## src/rtl/adj_aggregator_pkg.sv

```systemverilog
// Shared definitions for the adjacency aggregation stage: FSM state
// encoding, default matrix dimensions and the row type used for one
// FM x WM row.
package adj_aggregator_pkg;

    localparam int DEF_FEATURE_ROWS    = 6;
    localparam int DEF_WEIGHT_COLS     = 3;
    localparam int DEF_DOT_PROD_WIDTH  = 16;
    localparam int DEF_COO_NUM_OF_COLS = 6;

    // ARGMAX is only entered when the argmax option is compiled in.
    typedef enum logic [2:0] {
        S_IDLE,
        S_INIT,
        S_FETCH,
        S_ACC,
        S_ARGMAX,
        S_DONE
    } state_t;

    // One matrix row at the default dimensions: WEIGHT_COLS elements.
    typedef logic [DEF_WEIGHT_COLS-1:0][DEF_DOT_PROD_WIDTH-1:0] row_t;

endpackage

```

## src/rtl/adj_aggregator_row_adder.sv

```systemverilog
// Row adder: element-wise unsigned sum of two matrix rows. Each column
// wraps modulo 2^WIDTH; there is no carry between columns.
module adj_aggregator_row_adder
    import adj_aggregator_pkg::*;
#(
    parameter int COLS  = DEF_WEIGHT_COLS,
    parameter int WIDTH = DEF_DOT_PROD_WIDTH
) (
    input  logic [COLS*WIDTH-1:0] i_a,
    input  logic [COLS*WIDTH-1:0] i_b,
    output logic [COLS*WIDTH-1:0] o_sum
);

    genvar gi;
    generate
        for (gi = 0; gi < COLS; gi++) begin : g_col
            assign o_sum[gi*WIDTH +: WIDTH] = i_a[gi*WIDTH +: WIDTH] + i_b[gi*WIDTH +: WIDTH];
        end
    endgenerate

endmodule

```

## src/rtl/adj_aggregator.sv

```systemverilog
// Adjacency aggregator. Walks the COO edge list (one edge per FETCH/ACC
// pair) and accumulates neighbour rows of the FM x WM matrix into the
// output row buffer, starting from the self-loop copy made in INIT.
// Optional feature macro: AGG_ARGMAX_EN adds the ARGMAX state and the
// per-row class index output o_max_addr.
module adj_aggregator
    import adj_aggregator_pkg::*;
#(
    parameter int FEATURE_ROWS    = DEF_FEATURE_ROWS,
    parameter int WEIGHT_COLS     = DEF_WEIGHT_COLS,
    parameter int DOT_PROD_WIDTH  = DEF_DOT_PROD_WIDTH,
    parameter int COO_NUM_OF_COLS = DEF_COO_NUM_OF_COLS,
    parameter int FEATURE_WIDTH   = $clog2(FEATURE_ROWS),
    parameter int COO_ADDR_WIDTH  = $clog2(COO_NUM_OF_COLS)
`ifdef AGG_ARGMAX_EN
    ,
    parameter int WEIGHT_WIDTH    = $clog2(WEIGHT_COLS)
`endif
) (
    input  logic                                               i_clk,
    input  logic                                               i_rst,
    input  logic                                               i_start,
    input  logic [FEATURE_ROWS*WEIGHT_COLS*DOT_PROD_WIDTH-1:0] i_fm_wm,
    output logic [COO_ADDR_WIDTH-1:0]                          o_coo_address,
    input  logic [2*FEATURE_WIDTH-1:0]                         i_coo,
    output logic [FEATURE_ROWS*WEIGHT_COLS*DOT_PROD_WIDTH-1:0] o_fm_wm_adj,
    output logic                                               o_busy,
    output logic                                               o_done
`ifdef AGG_ARGMAX_EN
    ,
    output logic [FEATURE_ROWS*WEIGHT_WIDTH-1:0]               o_max_addr
`endif
);

    typedef logic [WEIGHT_COLS-1:0][DOT_PROD_WIDTH-1:0] agg_row_t;

    state_t                                r_state;
    agg_row_t [FEATURE_ROWS-1:0]           r_adj;
    logic [COO_ADDR_WIDTH-1:0]             r_edge;
    logic                                  r_busy;
    logic                                  r_done;

    agg_row_t [FEATURE_ROWS-1:0]           w_fm;
    logic [FEATURE_WIDTH-1:0]              w_src;
    logic [FEATURE_WIDTH-1:0]              w_dst;
    logic                                  w_edge_ok;
    logic                                  w_last;
    agg_row_t                              w_adj_src;
    agg_row_t                              w_adj_dst;
    agg_row_t                              w_fm_src;
    agg_row_t                              w_fm_dst;
    agg_row_t                              w_src_sum;
    agg_row_t                              w_dst_sum;

    assign w_fm  = i_fm_wm;
    assign w_src = i_coo[2*FEATURE_WIDTH-1:FEATURE_WIDTH];
    assign w_dst = i_coo[FEATURE_WIDTH-1:0];

    // An edge touching a node outside the matrix is dropped entirely.
    assign w_edge_ok = (32'(w_src) < FEATURE_ROWS) && (32'(w_dst) < FEATURE_ROWS);
    assign w_last    = (r_edge == COO_ADDR_WIDTH'(COO_NUM_OF_COLS - 1));

    // Row selection for both edge endpoints; out-of-range indices select zero rows.
    always_comb begin
        w_adj_src = '0;
        w_adj_dst = '0;
        w_fm_src  = '0;
        w_fm_dst  = '0;
        for (int r = 0; r < FEATURE_ROWS; r++) begin
            if (FEATURE_WIDTH'(r) == w_src) begin
                w_adj_src = r_adj[r];
                w_fm_src  = w_fm[r];
            end
            if (FEATURE_WIDTH'(r) == w_dst) begin
                w_adj_dst = r_adj[r];
                w_fm_dst  = w_fm[r];
            end
        end
    end

    // dst row gathers the src feature row, src row gathers the dst feature row.
    adj_aggregator_row_adder #(
        .COLS  (WEIGHT_COLS),
        .WIDTH (DOT_PROD_WIDTH)
    ) u_dst_add (
        .i_a   (w_adj_dst),
        .i_b   (w_fm_src),
        .o_sum (w_dst_sum)
    );

    adj_aggregator_row_adder #(
        .COLS  (WEIGHT_COLS),
        .WIDTH (DOT_PROD_WIDTH)
    ) u_src_add (
        .i_a   (w_adj_src),
        .i_b   (w_fm_dst),
        .o_sum (w_src_sum)
    );

`ifdef AGG_ARGMAX_EN
    logic [FEATURE_ROWS-1:0][WEIGHT_WIDTH-1:0] r_max;
    logic [FEATURE_ROWS-1:0][WEIGHT_WIDTH-1:0] w_argmax;

    genvar gi;
    generate
        for (gi = 0; gi < FEATURE_ROWS; gi++) begin : g_argmax
            logic [DOT_PROD_WIDTH-1:0] w_best;
            // Strict greater-than keeps the lowest column index on ties.
            always_comb begin
                w_best       = r_adj[gi][0];
                w_argmax[gi] = '0;
                for (int c = 1; c < WEIGHT_COLS; c++) begin
                    if (r_adj[gi][c] > w_best) begin
                        w_best       = r_adj[gi][c];
                        w_argmax[gi] = WEIGHT_WIDTH'(c);
                    end
                end
            end
        end
    endgenerate

    assign o_max_addr = r_max;
`endif

    // Control FSM with registered status outputs and the accumulation buffer.
    always_ff @(posedge i_clk or posedge i_rst) begin
        if (i_rst) begin
            r_state <= S_IDLE;
            r_adj   <= '0;
            r_edge  <= '0;
            r_busy  <= 1'b0;
            r_done  <= 1'b0;
`ifdef AGG_ARGMAX_EN
            r_max   <= '0;
`endif
        end else begin
            case (r_state)
                S_IDLE: begin
                    if (i_start) begin
                        r_state <= S_INIT;
                        r_busy  <= 1'b1;
                        r_done  <= 1'b0;
                    end
                end
                S_INIT: begin
                    r_adj   <= w_fm;
                    r_edge  <= '0;
                    r_state <= S_FETCH;
                end
                S_FETCH: begin
                    r_state <= S_ACC;
                end
                S_ACC: begin
                    if (w_edge_ok) begin
                        for (int r = 0; r < FEATURE_ROWS; r++) begin
                            // A self-loop hits the dst branch only, so it is added once.
                            if (FEATURE_WIDTH'(r) == w_dst) begin
                                r_adj[r] <= w_dst_sum;
                            end else if (FEATURE_WIDTH'(r) == w_src) begin
                                r_adj[r] <= w_src_sum;
                            end
                        end
                    end
                    if (w_last) begin
`ifdef AGG_ARGMAX_EN
                        r_state <= S_ARGMAX;
`else
                        r_state <= S_DONE;
                        r_busy  <= 1'b0;
                        r_done  <= 1'b1;
`endif
                    end else begin
                        r_edge  <= r_edge + 1'b1;
                        r_state <= S_FETCH;
                    end
                end
`ifdef AGG_ARGMAX_EN
                S_ARGMAX: begin
                    r_max   <= w_argmax;
                    r_state <= S_DONE;
                    r_busy  <= 1'b0;
                    r_done  <= 1'b1;
                end
`endif
                S_DONE: begin
                    if (i_start) begin
                        r_state <= S_INIT;
                        r_busy  <= 1'b1;
                        r_done  <= 1'b0;
                    end
                end
                default: begin
                    r_state <= S_IDLE;
                    r_busy  <= 1'b0;
                    r_done  <= 1'b0;
                end
            endcase
        end
    end

    assign o_coo_address = r_edge;
    assign o_fm_wm_adj   = r_adj;
    assign o_busy        = r_busy;
    assign o_done        = r_done;

endmodule

```

## config.mk

```make
export PLATFORM = sky130hd
export DESIGN_NAME = adj_aggregator
export DESIGN_NICKNAME = d
export VERILOG_FILES = /design/src/rtl/adj_aggregator_pkg.sv /design/src/rtl/adj_aggregator_row_adder.sv /design/src/rtl/adj_aggregator.sv
export SDC_FILE = /design/constraint.sdc
export NUM_CORES = 2
export LEC_CHECK = 0
export ABC_CLOCK_PERIOD_IN_PS = 10900
export CAP_MARGIN = 20
export CORE_ASPECT_RATIO = 1.4
export CORE_MARGIN = 3
export CORE_UTILIZATION = 45
export CTS_CLUSTER_DIAMETER = 120
export DETAILED_ROUTE_END_ITERATION = 10
export PLACE_DENSITY = 0.79
export SYNTH_ARGS = -nofsm -noshare
export SYNTH_HDL_FRONTEND = slang
export SYNTH_SLANG_ARGS = --single-unit
```

## constraint.sdc

```tcl
create_clock -name i_clk -period 10.9 [get_ports i_clk]
set_input_delay 1.635 -clock i_clk [delete_from_list [all_inputs] [get_ports i_clk]]
set_output_delay 1.635 -clock i_clk [all_outputs]
set_load 0.05 [all_outputs]
```

; Yosys cells after proc, flatten, opt, wreduce, memory -nomap -nowiden
; Cells that the tools add are included.
[word_totals]
register_bits = 296
in_bits = 297
output_inout_bits = 293
elab_cells = 121
[classes]
addsub = 7
n_lt_le_gt_ge = 2
eq_ne = 25
muxes = 49
bitwise_logic = 1
n_reduce_logical = 15
[ops]
columns = cell, count
row1 = $mux 48, 36
row2 = $pmux 288 s2, 1
row3 = $mux 288, 1
row4 = $add 16x16->16, 6
row5 = $reduce_and 3->1, 7
row6 = $ne 3x3->1 const B, 6
row7 = $eq 2x3->1 const A, 4
row8 = $eq 3x3->1 const A, 4
row9 = $pmux 3 s4, 1
row10 = $logic_not 3->1, 3
row11 = $mux 3, 3
row12 = $eq 1x3->1 const A, 2
row13 = $eq 3x2->1 const B, 2
row14 = $eq 3x3->1 const B, 2
row15 = $lt 3x3->1 const B, 2
row16 = $ne 2x2->1 const B, 3
row17 = $pmux 1 s3, 2
row18 = $pmux 3 s2, 1
row19 = $mux 1, 4
row20 = $reduce_or 2->1, 2
row21 = $add 3x1->3 const B, 1
row22 = $eq 3x1->1 const B, 1
row23 = $ne 2x1->1 const B, 1
row24 = $reduce_and 2->1, 1
row25 = 3 further kinds, 3

; Longest topological paths before layout
[logic_depth]
ltp_word = 12
depth_mapped = 20
depth_no_buf = 15

; Cells and area by module
; From an unflattened synthesis, not the netlist that was laid out.
[hier_totals]
hier_cells = 3887
hier_area_um2 = 29689.7
[by_module_without_submodules]
columns = module, n_inst, cells_per_inst, area_each_um2, seq_area_each_um2
row1 = adj_aggregator, 1, 3285, 25358.1, 7407.1
row2 = adj_aggregator_row_adder, 2, 301, 2165.8, 0.0

; Worst setup path before layout
; No wires, ideal clock.
[synth_path]
path_type = input-to-reg
startpoint = input i_coo[4]
endpoint = register r_adj (netlist bit o_fm_wm_adj[268])
setup_ns = 0.131
arrival_time_ns = 5.610
required_ns = 10.769
slack_ns = 5.159
cell_stages = 20
path_buffers = 5
cell_sequence = buf_2 -> buf_2 -> buf_1 -> buf_2 -> mux2i_1 -> nor2_1 -> a21oi_1 -> nor2_1 -> o22a_1 -> ha_1 -> fa_1 -> a211oi_1 -> o21a_1 -> o21ai_0 -> a31oi_1 -> nor2_1 -> or3_1 -> clkbuf_1 -> a311oi_1 -> o21ai_0
[synth_via]
elab_chain_len = 12
elab_cells_between_ends = 29
[synth_lines]
columns = element, line_no
row1 = start: declaration, adj_aggregator.sv:25  ; input logic [2*FEATURE_WIDTH-1:0] i_coo,
row2 = $logic_not 3->1, adj_aggregator.sv:70  ; if (FEATURE_WIDTH'(r) == w_src) begin
row3 = $mux 48 (6 in series), adj_aggregator.sv:70
row4 = $add 16x16->16, adj_aggregator_row_adder.sv:17  ; assign o_sum[gi*WIDTH +: WIDTH] = i_a[gi*WIDTH +: WIDTH] + i_b[gi*WIDTH +: WIDTH];
row5 = $mux 48, adj_aggregator.sv:159  ; end else if (FEATURE_WIDTH'(r) == w_src) begin
row6 = $mux 48, adj_aggregator.sv:157  ; if (FEATURE_WIDTH'(r) == w_dst) begin
row7 = $mux 288, adj_aggregator.sv:154  ; if (w_edge_ok) begin
row8 = $pmux 288 s2, adj_aggregator.sv:137  ; case (r_state)
row9 = end signal: assignment, adj_aggregator.sv:146  ; r_adj <= w_fm;
row10 = end signal: indexed assignment, adj_aggregator.sv:158  ; r_adj[r] <= w_dst_sum;
row11 = end signal: indexed assignment, adj_aggregator.sv:160  ; r_adj[r] <= w_src_sum;
row12 = end: declaration, adj_aggregator.sv:38  ; agg_row_t [FEATURE_ROWS-1:0] r_adj;
; Several ways; a longest one is shown, not always the timed one. The select of a mux whose other input is x is not followed.
; A chain may end at the register's enable or synchronous reset.

; Worst setup path after layout
[layout_path]
startpoint = input i_coo[4]
endpoint = register r_adj (netlist bit o_fm_wm_adj[253])
; The elaborated chain is that of the path after synthesis.

==> reports/results.txt <==
Most instantiated flip-flop cell in the synthesis netlist: sky130_fd_sc_hd__dfrtp_1. Together, buffers and inverters on the worst path number 3. The path class of the tightest hold or removal check is reg -> reg. The sequential cell area fraction in the yosys report was 0.256. The reg-to-reg startpoint was r_state[2].

Averaged over all synthesized cells, the footprint is 7.66 um2. The global placement routability congestion is 1.03, and the maximum fanout along the worst path is 80. For this block, the initial DRC count from the detailed router was 4,892. After clock tree synthesis, the setup repair step added 0 buffers.

The number of gates on the worst path with buffers counted was 16. Summing every instance area after synthesis gives 28,900 um2. Data arrives at the worst endpoint at 7150 ps. The fraction of registers with async set or reset after synthesis came out at 1.00. Clock-pin slew was measured on the worst setup and hold paths at 60 ps.

The standard-cell row count was 109; the number of cells upsized or downsized after cts was 0. The run finished with clean final reports. Sorting the synthesized cells by area gives the leading types as sky130_fd_sc_hd__dfrtp_1, sky130_fd_sc_hd__a21oi_1, sky130_fd_sc_hd__o21ai_0, sky130_fd_sc_hd__nand2_1, sky130_fd_sc_hd__mux2i_1. After synthesis, the largest family of logic cells by area is compound AO/OA/AOI/OAI gates.

Yosys mapped a number of flops with a built-in enable equal to 0. The total of flip-flops plus latches after synthesis is 296, and the reg-to-reg setup timing slack is 6370 ps. The run gives 0.233 mV as the maximum vdd ir drop. Worst setup path endpoint: o_fm_wm_adj[253]. The number of global-route vias before repair is 34,000, and the count of input and output buffers is 589. For the overall global routing resource usage, the log shows 0.433. Across the run, the number of max-cap violations was 0. The hold violation total from the final report was 0; the arithmetic-cell share of the synthesized area counting full adders, half adders and majority gates was 0.0440. Clock tree synthesis selected as its root buffer the cell sky130_fd_sc_hd__clkbuf_16.

The start point of the critical path is i_coo[4]. For the detailed-routing iteration count for the pre-antenna-repair pass, the log shows 8. Ranked by instance count, the synthesized netlist is headed by sky130_fd_sc_hd__nand2_1, sky130_fd_sc_hd__a21oi_1, sky130_fd_sc_hd__o21ai_0. The XOR/XNOR share of the synthesized area was 0.0238; the starting density of the core was 0.456. Synthesis produced a netlist with a net count of 4,169. The delay of the slowest cell on the worst path came out at 750 ps.

The later-pin clock latency in the skew report was 590 ps. Dividing the detail-routed via count by the number of cells gives 6.98. The width of the die came out at 220 um.

TritonCTS built the clock tree. Multiplexer share of the synthesized area: 0.153. The slowest stage of the critical path is the sky130_fd_sc_hd__and2_2 cell. Setup repair after global routing left no endpoint under its margin. In the routed design, unresolved DRC markers number 0.

On the critical path the largest part of the delay comes from simple AND/OR/NAND/NOR gates. Across the routed clock network, the largest skew measured is 27.5 ps. The synthesized instance count came out at 3,774.

Relative to the synthesized area, the layout overhead comes to 26.5%. The logs give 0 for the global-route congestion overflow total and 75 for the unique cell type count in the Yosys netlist. Setup violations remaining at the end of the flow were counted as 0.

The ratio of final minimum period to clock period works out to 0.612. The worst path needs 6670 ps of the cycle, external delays included. Critical path endpoint category: a flop.

Depth of the worst register-to-register path: 8. The logs give 0.254 for the relative max-transition margin and 142 for the largest net degree at the start of global routing. Data on the critical path is required at its endpoint by 11,380 ps. The die is 306 um tall. The area fraction in and, or, nand and nor cells after synthesis is 0.167, and the leakage power is 0.0152 uW. The tools report the total CTS buffers as 36. The final antenna-violating net count was 0; the total I/O pin count was 590. Walking the worst path, the cells encountered are clkbuf_8 -> buf_12 -> and2_2 -> buf_4 -> a21oi_1 -> nor2_1 -> o22a_1 -> ha_1 -> o21ai_0 -> o21ai_0 -> nand4_1 -> a31oi_1 -> a2111oi_0 -> nor3_1 -> a21oi_1 -> o22ai_1. The worst setup path is launched from an input pin. The final layout contains 4,540 nets. The number of levels in the clock H-tree is 2, and the final number of max-transition violations is 0. The wire-length estimate of the detail-placed layout is 100,000 um.

For this run, the number of Yosys warnings is 0. Summed over all layers, the routed wires come to 151,000 um. The critical path is of the in -> reg type. No sink is reached through more buffers than the 3 on the longest clock path.

Wire length of the first global-routing pass: 219,000 um. The die outline area was 67,400 um2. Aggregate negative setup slack: 0 ps. The routed layout has 35,000 vias. Initial antenna violation count: 15. Counting every sink on the clock net gives 296. The portion of synthesized cell area occupied by the leading cell type works out to 0.256. The placed instances occupy a cell area of 35,300 um2. The fmax was 0.150 GHz; the worst-margin pin slew was 1120 ps. The worst register-to-register path ends at o_fm_wm_adj[122]. The routed wire length per instance is 30.1 um. The run gives 5,927 as the filler cell count in the final layout.

The compound-cell area share of the yosys netlist is 0.309, and the number of hold-repair buffers added at the cts stage is 0. The fraction of final layout cells sized beyond drive strength 1 came out at 0.0674. Of all cell types, the one taking the most synthesized area is sky130_fd_sc_hd__dfrtp_1.

The power density over the cells came out at 318 nW/um2. The finished cells cover 36,600 um2. The area inside the core boundary was 63,400 um2. By instance count, the leading cell after synthesis is sky130_fd_sc_hd__nand2_1.
[layout make-up]
| class | count | area [um2] | area share |
|---|---|---|---|
| Clock inverter | 10 | 111 | 0.00305 |
| Multi-Input combinational cell | 3133 | 20300 | 0.556 |
| Clock buffer | 52 | 1080 | 0.0296 |
| Sequential cell | 296 | 7410 | 0.203 |
| Antenna cell | 14 | 35.0 | 0.000958 |
| Tap cell | 832 | 1040 | 0.0285 |
| Timing Repair Buffer | 651 | 6450 | 0.176 |
| Inverter | 27 | 111 | 0.00305 |
[worst min path at each step]
stage	startpoint	end	slack, ps	cells past startpoint
2_1_floorplan	r_state[0]	o_coo_address[2]	630	3
3_3_place_gp	o_fm_wm_adj[128]	o_fm_wm_adj[128]	510	2
3_5_place_dp	o_fm_wm_adj[24]	o_fm_wm_adj[24]	520	2
4_1_cts	o_fm_wm_adj[24]	o_fm_wm_adj[24]	530	2
5_1_grt	o_fm_wm_adj[68]	o_fm_wm_adj[68]	560	2
6_report	o_fm_wm_adj[177]	o_fm_wm_adj[177]	540	2
[flip-flops by register name, indices dropped and copies added (netlist names)]
name,cells
o_coo_address,3
r_state,3
o_fm_wm_adj,288
o_done,1
o_busy,1
[cell families (layout without fill, tap and decap cells)]
family	Yosys count	after routing
DFF	296	296
and+or+nand+nor	1153	1153
xor gates and xnor gates	77	77
adders and majority gates	98	98
buffers and inverters	345	740
muxes	320	320
AOI/OAI and AO/OA	1485	1485
other	0	14
[stage by stage]
stage / power [uW] / hold WS, ps / util / worst slack (ps) / instances
after detailed placement: 10100 / 516 / 0.556 / 3980 / 4937
after global placement: 9970 / 506 / 0.556 / 4030 / 4937
after floorplan: 7330 / 625 / - / 1090 / 3774
final: 11600 / 536 / 0.577 / 4230 / 5015
after CTS: 11400 / 529 / 0.575 / 4490 / 4999
after global routing: 12200 / 558 / 0.576 / 4090 / 5010
[worst min-delay path: stages (launching register included)]
cell,delay [ps]
sky130_fd_sc_hd__dfrtp_1,380
sky130_fd_sc_hd__nand2_1,60
sky130_fd_sc_hd__o21ai_0,60
[metal layers]
metal / up-vias / share of wire / GRT usage / wire length (um)
met1: 16300 / 0.33 / 0.493 / 49200
met4: 6 / 0.10 / 0.350 / 15200
met5: - / 0.00025 / 0 / 38
met2: 3130 / 0.44 / 0.668 / 66800
li1: 14700 / - / - / -
met3: 965 / 0.13 / 0.130 / 19600
[power breakdown]
group	switching (uW)	internal (uW)	total, uW
logic	5310	2610	7920
clock network	543	737	1280
registers	798	1650	2440
total	6650	4990	11600
[cells in the final DEF, fill, tap and decap left out, types with 15 or more instances in the layout]
master and count:
sky130_fd_sc_hd__a211oi_1 68, sky130_fd_sc_hd__a21o_1 41, sky130_fd_sc_hd__a21oi_1 488, sky130_fd_sc_hd__a22o_1 41
sky130_fd_sc_hd__a22oi_1 74, sky130_fd_sc_hd__a31oi_1 16, sky130_fd_sc_hd__and3_1 49, sky130_fd_sc_hd__buf_4 57
sky130_fd_sc_hd__clkbuf_16 38, sky130_fd_sc_hd__clkdlybuf4s50_1 584, sky130_fd_sc_hd__dfrtp_1 296, sky130_fd_sc_hd__ha_1 92
sky130_fd_sc_hd__inv_1 24, sky130_fd_sc_hd__mux2i_1 215, sky130_fd_sc_hd__mux4_2 95, sky130_fd_sc_hd__nand2_1 607
sky130_fd_sc_hd__nand3_1 21, sky130_fd_sc_hd__nor2_1 320, sky130_fd_sc_hd__nor3_1 58, sky130_fd_sc_hd__o211ai_1 25
sky130_fd_sc_hd__o21a_1 39, sky130_fd_sc_hd__o21ai_0 481, sky130_fd_sc_hd__o21bai_1 15, sky130_fd_sc_hd__o221ai_1 46
sky130_fd_sc_hd__o22a_1 25, sky130_fd_sc_hd__o22ai_1 16, sky130_fd_sc_hd__o31ai_1 29, sky130_fd_sc_hd__or3_1 29
sky130_fd_sc_hd__xnor2_1 52, sky130_fd_sc_hd__xor2_1 23
(Power assumes the default switching activity.)
